File: config.mk
export PLATFORM = sky130hd
export DESIGN_NAME = decrypt
export DESIGN_NICKNAME = d
export VERILOG_FILES = /design/src/rtl/aes_pkg.sv /design/src/rtl/decrypt_inv_round.sv /design/src/rtl/decrypt.sv
export SDC_FILE = /design/constraint.sdc
export NUM_CORES = 2
export LEC_CHECK = 0
export BUFFER_PORTS_ARGS = -buffer_cell sky130_fd_sc_hd__buf_2
export CAP_MARGIN = 20
export CORE_AREA = 3 3 657 659
export DETAILED_ROUTE_END_ITERATION = 8
export DIE_AREA = 0 0 660 662
export HOLD_SLACK_MARGIN = 0.05
export PLACE_DENSITY = 0.4
export SYNTH_ARGS = -nofsm -noshare
export SYNTH_HDL_FRONTEND = slang
export SYNTH_HIERARCHICAL = 1
export SYNTH_SLANG_ARGS = --single-unit
File: constraint.sdc
create_clock -name HCLK -period 6.15 [get_ports HCLK]
set_input_delay 0.9225 -clock HCLK [delete_from_list [all_inputs] [get_ports HCLK]]
set_output_delay 0.9225 -clock HCLK [all_outputs]
set_load 0.01 [all_outputs]
File: src/rtl/aes_pkg.sv
// Shared AES constants, types and GF(2^8) helpers used by the encrypt and decrypt engines.
package aes_pkg;

    localparam int BLOCK_BITS = 128;
    localparam int AES_ROUNDS = 10;

    typedef logic [7:0]            byte_t;
    typedef logic [31:0]           word_t;
    typedef logic [BLOCK_BITS-1:0] block_t;

    typedef enum logic [1:0] {IDLE, ROUND, LAST} dec_state_t;

    localparam byte_t SBOX [256] = '{
        8'h63, 8'h7c, 8'h77, 8'h7b, 8'hf2, 8'h6b, 8'h6f, 8'hc5, 8'h30, 8'h01, 8'h67, 8'h2b, 8'hfe, 8'hd7, 8'hab, 8'h76,
        8'hca, 8'h82, 8'hc9, 8'h7d, 8'hfa, 8'h59, 8'h47, 8'hf0, 8'had, 8'hd4, 8'ha2, 8'haf, 8'h9c, 8'ha4, 8'h72, 8'hc0,
        8'hb7, 8'hfd, 8'h93, 8'h26, 8'h36, 8'h3f, 8'hf7, 8'hcc, 8'h34, 8'ha5, 8'he5, 8'hf1, 8'h71, 8'hd8, 8'h31, 8'h15,
        8'h04, 8'hc7, 8'h23, 8'hc3, 8'h18, 8'h96, 8'h05, 8'h9a, 8'h07, 8'h12, 8'h80, 8'he2, 8'heb, 8'h27, 8'hb2, 8'h75,
        8'h09, 8'h83, 8'h2c, 8'h1a, 8'h1b, 8'h6e, 8'h5a, 8'ha0, 8'h52, 8'h3b, 8'hd6, 8'hb3, 8'h29, 8'he3, 8'h2f, 8'h84,
        8'h53, 8'hd1, 8'h00, 8'hed, 8'h20, 8'hfc, 8'hb1, 8'h5b, 8'h6a, 8'hcb, 8'hbe, 8'h39, 8'h4a, 8'h4c, 8'h58, 8'hcf,
        8'hd0, 8'hef, 8'haa, 8'hfb, 8'h43, 8'h4d, 8'h33, 8'h85, 8'h45, 8'hf9, 8'h02, 8'h7f, 8'h50, 8'h3c, 8'h9f, 8'ha8,
        8'h51, 8'ha3, 8'h40, 8'h8f, 8'h92, 8'h9d, 8'h38, 8'hf5, 8'hbc, 8'hb6, 8'hda, 8'h21, 8'h10, 8'hff, 8'hf3, 8'hd2,
        8'hcd, 8'h0c, 8'h13, 8'hec, 8'h5f, 8'h97, 8'h44, 8'h17, 8'hc4, 8'ha7, 8'h7e, 8'h3d, 8'h64, 8'h5d, 8'h19, 8'h73,
        8'h60, 8'h81, 8'h4f, 8'hdc, 8'h22, 8'h2a, 8'h90, 8'h88, 8'h46, 8'hee, 8'hb8, 8'h14, 8'hde, 8'h5e, 8'h0b, 8'hdb,
        8'he0, 8'h32, 8'h3a, 8'h0a, 8'h49, 8'h06, 8'h24, 8'h5c, 8'hc2, 8'hd3, 8'hac, 8'h62, 8'h91, 8'h95, 8'he4, 8'h79,
        8'he7, 8'hc8, 8'h37, 8'h6d, 8'h8d, 8'hd5, 8'h4e, 8'ha9, 8'h6c, 8'h56, 8'hf4, 8'hea, 8'h65, 8'h7a, 8'hae, 8'h08,
        8'hba, 8'h78, 8'h25, 8'h2e, 8'h1c, 8'ha6, 8'hb4, 8'hc6, 8'he8, 8'hdd, 8'h74, 8'h1f, 8'h4b, 8'hbd, 8'h8b, 8'h8a,
        8'h70, 8'h3e, 8'hb5, 8'h66, 8'h48, 8'h03, 8'hf6, 8'h0e, 8'h61, 8'h35, 8'h57, 8'hb9, 8'h86, 8'hc1, 8'h1d, 8'h9e,
        8'he1, 8'hf8, 8'h98, 8'h11, 8'h69, 8'hd9, 8'h8e, 8'h94, 8'h9b, 8'h1e, 8'h87, 8'he9, 8'hce, 8'h55, 8'h28, 8'hdf,
        8'h8c, 8'ha1, 8'h89, 8'h0d, 8'hbf, 8'he6, 8'h42, 8'h68, 8'h41, 8'h99, 8'h2d, 8'h0f, 8'hb0, 8'h54, 8'hbb, 8'h16
    };

    localparam byte_t INV_SBOX [256] = '{
        8'h52, 8'h09, 8'h6a, 8'hd5, 8'h30, 8'h36, 8'ha5, 8'h38, 8'hbf, 8'h40, 8'ha3, 8'h9e, 8'h81, 8'hf3, 8'hd7, 8'hfb,
        8'h7c, 8'he3, 8'h39, 8'h82, 8'h9b, 8'h2f, 8'hff, 8'h87, 8'h34, 8'h8e, 8'h43, 8'h44, 8'hc4, 8'hde, 8'he9, 8'hcb,
        8'h54, 8'h7b, 8'h94, 8'h32, 8'ha6, 8'hc2, 8'h23, 8'h3d, 8'hee, 8'h4c, 8'h95, 8'h0b, 8'h42, 8'hfa, 8'hc3, 8'h4e,
        8'h08, 8'h2e, 8'ha1, 8'h66, 8'h28, 8'hd9, 8'h24, 8'hb2, 8'h76, 8'h5b, 8'ha2, 8'h49, 8'h6d, 8'h8b, 8'hd1, 8'h25,
        8'h72, 8'hf8, 8'hf6, 8'h64, 8'h86, 8'h68, 8'h98, 8'h16, 8'hd4, 8'ha4, 8'h5c, 8'hcc, 8'h5d, 8'h65, 8'hb6, 8'h92,
        8'h6c, 8'h70, 8'h48, 8'h50, 8'hfd, 8'hed, 8'hb9, 8'hda, 8'h5e, 8'h15, 8'h46, 8'h57, 8'ha7, 8'h8d, 8'h9d, 8'h84,
        8'h90, 8'hd8, 8'hab, 8'h00, 8'h8c, 8'hbc, 8'hd3, 8'h0a, 8'hf7, 8'he4, 8'h58, 8'h05, 8'hb8, 8'hb3, 8'h45, 8'h06,
        8'hd0, 8'h2c, 8'h1e, 8'h8f, 8'hca, 8'h3f, 8'h0f, 8'h02, 8'hc1, 8'haf, 8'hbd, 8'h03, 8'h01, 8'h13, 8'h8a, 8'h6b,
        8'h3a, 8'h91, 8'h11, 8'h41, 8'h4f, 8'h67, 8'hdc, 8'hea, 8'h97, 8'hf2, 8'hcf, 8'hce, 8'hf0, 8'hb4, 8'he6, 8'h73,
        8'h96, 8'hac, 8'h74, 8'h22, 8'he7, 8'had, 8'h35, 8'h85, 8'he2, 8'hf9, 8'h37, 8'he8, 8'h1c, 8'h75, 8'hdf, 8'h6e,
        8'h47, 8'hf1, 8'h1a, 8'h71, 8'h1d, 8'h29, 8'hc5, 8'h89, 8'h6f, 8'hb7, 8'h62, 8'h0e, 8'haa, 8'h18, 8'hbe, 8'h1b,
        8'hfc, 8'h56, 8'h3e, 8'h4b, 8'hc6, 8'hd2, 8'h79, 8'h20, 8'h9a, 8'hdb, 8'hc0, 8'hfe, 8'h78, 8'hcd, 8'h5a, 8'hf4,
        8'h1f, 8'hdd, 8'ha8, 8'h33, 8'h88, 8'h07, 8'hc7, 8'h31, 8'hb1, 8'h12, 8'h10, 8'h59, 8'h27, 8'h80, 8'hec, 8'h5f,
        8'h60, 8'h51, 8'h7f, 8'ha9, 8'h19, 8'hb5, 8'h4a, 8'h0d, 8'h2d, 8'he5, 8'h7a, 8'h9f, 8'h93, 8'hc9, 8'h9c, 8'hef,
        8'ha0, 8'he0, 8'h3b, 8'h4d, 8'hae, 8'h2a, 8'hf5, 8'hb0, 8'hc8, 8'heb, 8'hbb, 8'h3c, 8'h83, 8'h53, 8'h99, 8'h61,
        8'h17, 8'h2b, 8'h04, 8'h7e, 8'hba, 8'h77, 8'hd6, 8'h26, 8'he1, 8'h69, 8'h14, 8'h63, 8'h55, 8'h21, 8'h0c, 8'h7d
    };

    function automatic byte_t xtime(input byte_t b);
        return {b[6:0], 1'b0} ^ (b[7] ? 8'h1b : 8'h00);
    endfunction

    // Multiply by a 4-bit constant; only 9, 11, 13 and 14 are needed here.
    function automatic byte_t gf_mul(input byte_t b, input logic [3:0] k);
        byte_t p = 8'h00;
        byte_t x = b;
        for (int i = 0; i < 4; i++) begin
            if (k[i]) p = p ^ x;
            x = xtime(x);
        end
        return p;
    endfunction

    function automatic word_t inv_mix_col(input word_t col);
        byte_t a0 = col[31:24];
        byte_t a1 = col[23:16];
        byte_t a2 = col[15:8];
        byte_t a3 = col[7:0];
        return {gf_mul(a0, 4'he) ^ gf_mul(a1, 4'hb) ^ gf_mul(a2, 4'hd) ^ gf_mul(a3, 4'h9),
                gf_mul(a0, 4'h9) ^ gf_mul(a1, 4'he) ^ gf_mul(a2, 4'hb) ^ gf_mul(a3, 4'hd),
                gf_mul(a0, 4'hd) ^ gf_mul(a1, 4'h9) ^ gf_mul(a2, 4'he) ^ gf_mul(a3, 4'hb),
                gf_mul(a0, 4'hb) ^ gf_mul(a1, 4'hd) ^ gf_mul(a2, 4'h9) ^ gf_mul(a3, 4'he)};
    endfunction

endpackage

File: src/rtl/decrypt_inv_round.sv
// One combinational inverse AES round; the final round skips InvMixColumns.
module invRound
    import aes_pkg::*;
(
    input  block_t input_data,
    input  block_t keyword,
    input  logic   last,
    output block_t output_data
);

    block_t keyed;
    block_t mixed;

    // Byte i sits at row i%4, column i/4; InvShiftRows rotates row r right by r.
    for (genvar i = 0; i < 16; i++) begin : g_byte
        localparam int R   = i % 4;
        localparam int C   = i / 4;
        localparam int SRC = ((C - R + 4) % 4) * 4 + R;
        assign keyed[127-8*i -: 8] = INV_SBOX[input_data[127-8*SRC -: 8]] ^ keyword[127-8*i -: 8];
    end

    for (genvar c = 0; c < 4; c++) begin : g_col
        assign mixed[127-32*c -: 32] = inv_mix_col(keyed[127-32*c -: 32]);
    end

    assign output_data = last ? keyed : mixed;

endmodule

File: src/rtl/decrypt.sv
// Iterative AES-128 decryption engine: one inverse round per HCLK, 11-cycle latency.
module decrypt
    import aes_pkg::*;
(
    input  logic   HCLK,
    input  logic   n_rst,
    input  logic   ena,
    input  logic   start,
    input  block_t inData,
    input  block_t keyword,
    input  block_t subkey0,
    input  block_t subkey1,
    input  block_t subkey2,
    input  block_t subkey3,
    input  block_t subkey4,
    input  block_t subkey5,
    input  block_t subkey6,
    input  block_t subkey7,
    input  block_t subkey8,
    input  block_t subkey9,
    output logic   busy,
    output logic   done,
    output block_t result
);

    dec_state_t fsm;
    logic [3:0] cnt;
    block_t     st;
    block_t     round_key;
    block_t     round_out;

    // NOTE: round_key gets a default first so every path assigns it and no latch is inferred.
    always_comb begin
        round_key = subkey0;
        case (cnt)
            4'd1:    round_key = subkey1;
            4'd2:    round_key = subkey2;
            4'd3:    round_key = subkey3;
            4'd4:    round_key = subkey4;
            4'd5:    round_key = subkey5;
            4'd6:    round_key = subkey6;
            4'd7:    round_key = subkey7;
            4'd8:    round_key = subkey8;
            default: round_key = subkey0;
        endcase
        if (fsm == LAST) round_key = keyword;
    end

    invRound u_inv_round (
        .input_data (st),
        .keyword    (round_key),
        .last       (fsm == LAST),
        .output_data(round_out)
    );

    // NOTE: sequential state uses non-blocking assignments so all registers update together.
    always_ff @(posedge HCLK or negedge n_rst) begin
        if (!n_rst) begin
            fsm    <= IDLE;
            cnt    <= 4'd0;
            st     <= '0;
            done   <= 1'b0;
            result <= '0;
        end else if (!ena) begin
            // Abort keeps the last plaintext in result.
            fsm  <= IDLE;
            cnt  <= 4'd0;
            st   <= '0;
            done <= 1'b0;
        end else begin
            done <= 1'b0;
            case (fsm)
                IDLE: if (start) begin
                    st  <= inData ^ subkey9;
                    cnt <= 4'(AES_ROUNDS - 2);
                    fsm <= ROUND;
                end
                ROUND: begin
                    st <= round_out;
                    if (cnt == 4'd0) fsm <= LAST;
                    else             cnt <= cnt - 4'd1;
                end
                LAST: begin
                    result <= round_out;
                    done   <= 1'b1;
                    fsm    <= IDLE;
                end
                default: fsm <= IDLE;
            endcase
        end
    end

    assign busy = (fsm != IDLE);

endmodule

==> impl_summary.md <==
Run status
The checks that failed: DRC. The flow ran to the end, but the final reports show violations.

Setup path
Data arrives at the worst endpoint at 6730 ps. STA puts the critical path data required time at 6730 ps. The maximum fanout along the worst path is 19. The sort of element at the start of the critical path is a flip-flop. The endpoint type of the worst setup path is a flip-flop. The critical path is of the flip-flop to flip-flop type.

Floorplanning
The region available for standard cell placement spans 427000 um^2. The initial utilization of the core area, before any placement, comes to 0.208. The overall die height is 662 um. The floorplan step set the die width to 660 um. The cell row count is 240.

The number of top-level pins is 1670. The die covers 437000 um^2.

Synth
Ranked by instance count, the synthesized netlist is headed by nand2_1 (1232), o21ai_0 (727), xnor2_1 (716). The instance count of the mapped netlist is 12315. A synthesized cell averages 7.21 um^2. The flip-flop and latch count after synthesis is 263. The synthesized design contains 0 enable-type register cells.

The most common cell in the synthesized netlist is nand2_1. Of the post-synthesis cell area, the dominant cell type holds 0.0741. The synthesized netlist occupies a cell area of 88800 um^2.

The most frequently used flop master after synthesis is dfrtp_1. The number of nets produced by synthesis is 14153. The portion of the post-synthesis area used by sequential elements is 0.0741. The count of unique library cells instantiated by Yosys is 112. Counting flops with an async set or reset pin after synthesis yields a share of 1.00.

Summed over all instances, the cell type with the most area after synthesis is dfrtp_1. By area the synthesized netlist is led by dfrtp_1 (7.4%), xnor2_1 (7.1%), nand2_1 (5.2%). The total number of yosys warnings is 6.

Worst hold path
The type of the most critical hold path is flip-flop to flip-flop.

STA
The final-layout setup total negative slack is 0 ps. The worst-case clock skew is 81.9 ps. The worst slew margin relative to its limit is 0.00856. The minimum period implied by the final worst setup slack is 6150 ps. For the pin with the worst max-slew slack, the measured transition is 1490 ps. The final count of negative-setup-slack endpoints is 0.

The hold violation count in the final report was 0. Dividing the final minimum period by the clock period gives 1.00. Setup repair after global routing left no endpoint under its margin. The final max-slew violation count was 0. Based on the critical path, the design can be clocked at up to 163 MHz.

Global routing
The global-route wire length before repair is 1160000 um. The number of global-route vias before repair is 113171. For this run the aggregate overflow at the end of global routing stands at 0. The number of antenna violations at the first check in global routing is 459. The largest net degree at the start of global routing is 143. In the global route stage, overall resource usage came out at 0.392.

Clock tree
For the worst-skew pair, the clock arrives at the later sink with an insertion delay of 790 ps. The CTS sink count is 263. The worst-case clock buffer depth is 3.

The number of clock buffers added by TritonCTS is 50. Clock-pin slew was measured on the worst setup and hold paths at 60 ps. The clock tree from TritonCTS is yes.

In this run the clock root is driven by a clkbuf_16. The H-tree level count is 2.

Place
Routability-driven placement finished with a final weighted congestion of 1.11. The count of buffers added on input and output ports is 1669. The estimated wirelength of the detail-placed design is 742000 um. The total placed instance area is 109000 um^2.

Job
The number of max-capacitance violations reported is 0.

Routing
Dividing the detail-routed wire length by the instance count gives 44.6 um. The routed layout has 125492 vias. In the routed layout, each cell is associated on average with a via count of 6.19.

The first-pass detailed-route iteration total is 9. The number of nets still failing antenna checks after routing is 0. After detailed routing, the number of remaining DRC violations is 42. The first routing iteration left 21750 violations. Summed over all layers, the routed wires come to 904000 um.

Layout
From synthesis to final layout, the design area changed by 26.8%. After the last flow step, the layout net total stands at 15804. After routing the design area is 113000 um^2. In the final layout, the share of cells above drive strength 1 is 0.276.
==> cell usage in the layout (no fill, tap or decap), types with 141 or more instances in the layout <==
cell         n
mux2_2     200
diode_2    573
dfrtp_1    209
a22o_1     152
nand2b_1   393
buf_2     1667
nand2_1   1231
buf_4     1287
mux2i_1    203
xor2_1     217
nand3_1    236
nor2_1     600
a21oi_1    698
a221oi_1   237
xnor2_1    707
a21boi_0   141
a311oi_1   302
o211ai_1   304
o311ai_0   147
a211oi_1   216
nor3_1     414
o21ai_0    715
nor2b_1    321
inv_1      170
ha_1       289
a31oi_1    220
==> logic make-up after synthesis <==
group | Yosys count | synth area share
compound gates | 4599 | 0.373
simple gates | 3898 | 0.218
buf+inv | 1643 | 0.0857
xor+xnor | 1070 | 0.124
mux | 542 | 0.0833
fa+ha+maj | 300 | 0.0422
flops | 263 | 0.0741
==> layer usage <==
metal,up-vias,global-route usage,wire length [um]
li1,51030,-,-
met1,62384,0.480,352000
met2,9679,0.552,362000
met3,2113,0.174,119000
met4,286,0.248,69400
met5,-,0,1840
==> state kept, by name, summed over array words and instances, names as in the netlist <==
register  count
result      128
fsm           2
done          1
st          128
cnt           4
==> layout make-up <==
cell class	count	area [um^2]
timing repair buffer	3040	19700
clock inverter	29	368
fill	47990	314000
antenna	573	1430
inverter	202	771
clock buffer	65	1440
tap	5687	7120
multi-input combinational	10409	75100
sequential	263	6710
==> through the flow <==
stage	util	instances	hold slack [ps]	setup WS [ps]
2_1_floorplan	-	12315	492	910
3_5_place_dp	0.256	19587	488	-746
6_report	0.264	20268	501	1.30
3_3_place_gp	0.256	19582	484	-1110
5_1_grt	0.262	19936	517	16.6
4_1_cts	0.260	19689	501	16.5
==> worst max-delay path: stages (launching register included) <==
cell,delay (ps)
dfrtp_2,470
inv_1,180
ha_4,380
buf_4,360
buf_4,260
a221oi_1,120
a311oi_1,380
nor3_1,120
o21ai_2,430
nor2_1,70
and3_1,190
or4b_2,690
xor2_2,240
xor2_2,340
xor2_1,360
buf_4,180
xnor2_1,170
o21ai_0,260
o211ai_1,560
a21boi_0,170
==> path summary, 6_finish.rpt <==
| check | end | startpoint | cells past startpoint | slack, ps |
|---|---|---|---|---|
| setup / recovery | st[81] | cnt[0] | 19 | 1 |
| setup reg to reg | st[81] | cnt[0] | 19 | 1 |
| hold reg to reg | result[122] | result[122] | 1 | 500 |
| min in group asynchronous | result[26] | n_rst | 2 | 610 |
| hold / removal | result[122] | result[122] | 1 | 500 |
| max in group asynchronous | st[75] | n_rst | 3 | 3890 |
==> what timing repair did <==
action,CTS,global route
resized for setup,11,30
setup endpoints to repair,75,46
hold buffers,1,0
setup buffers,7,5
pin swaps,6,5
endpoints found under the hold margin,3,0
Power is left out: the tool's default activity adds up to more than one toggle a clock period on the data nets, which glitch-free logic cannot reach.
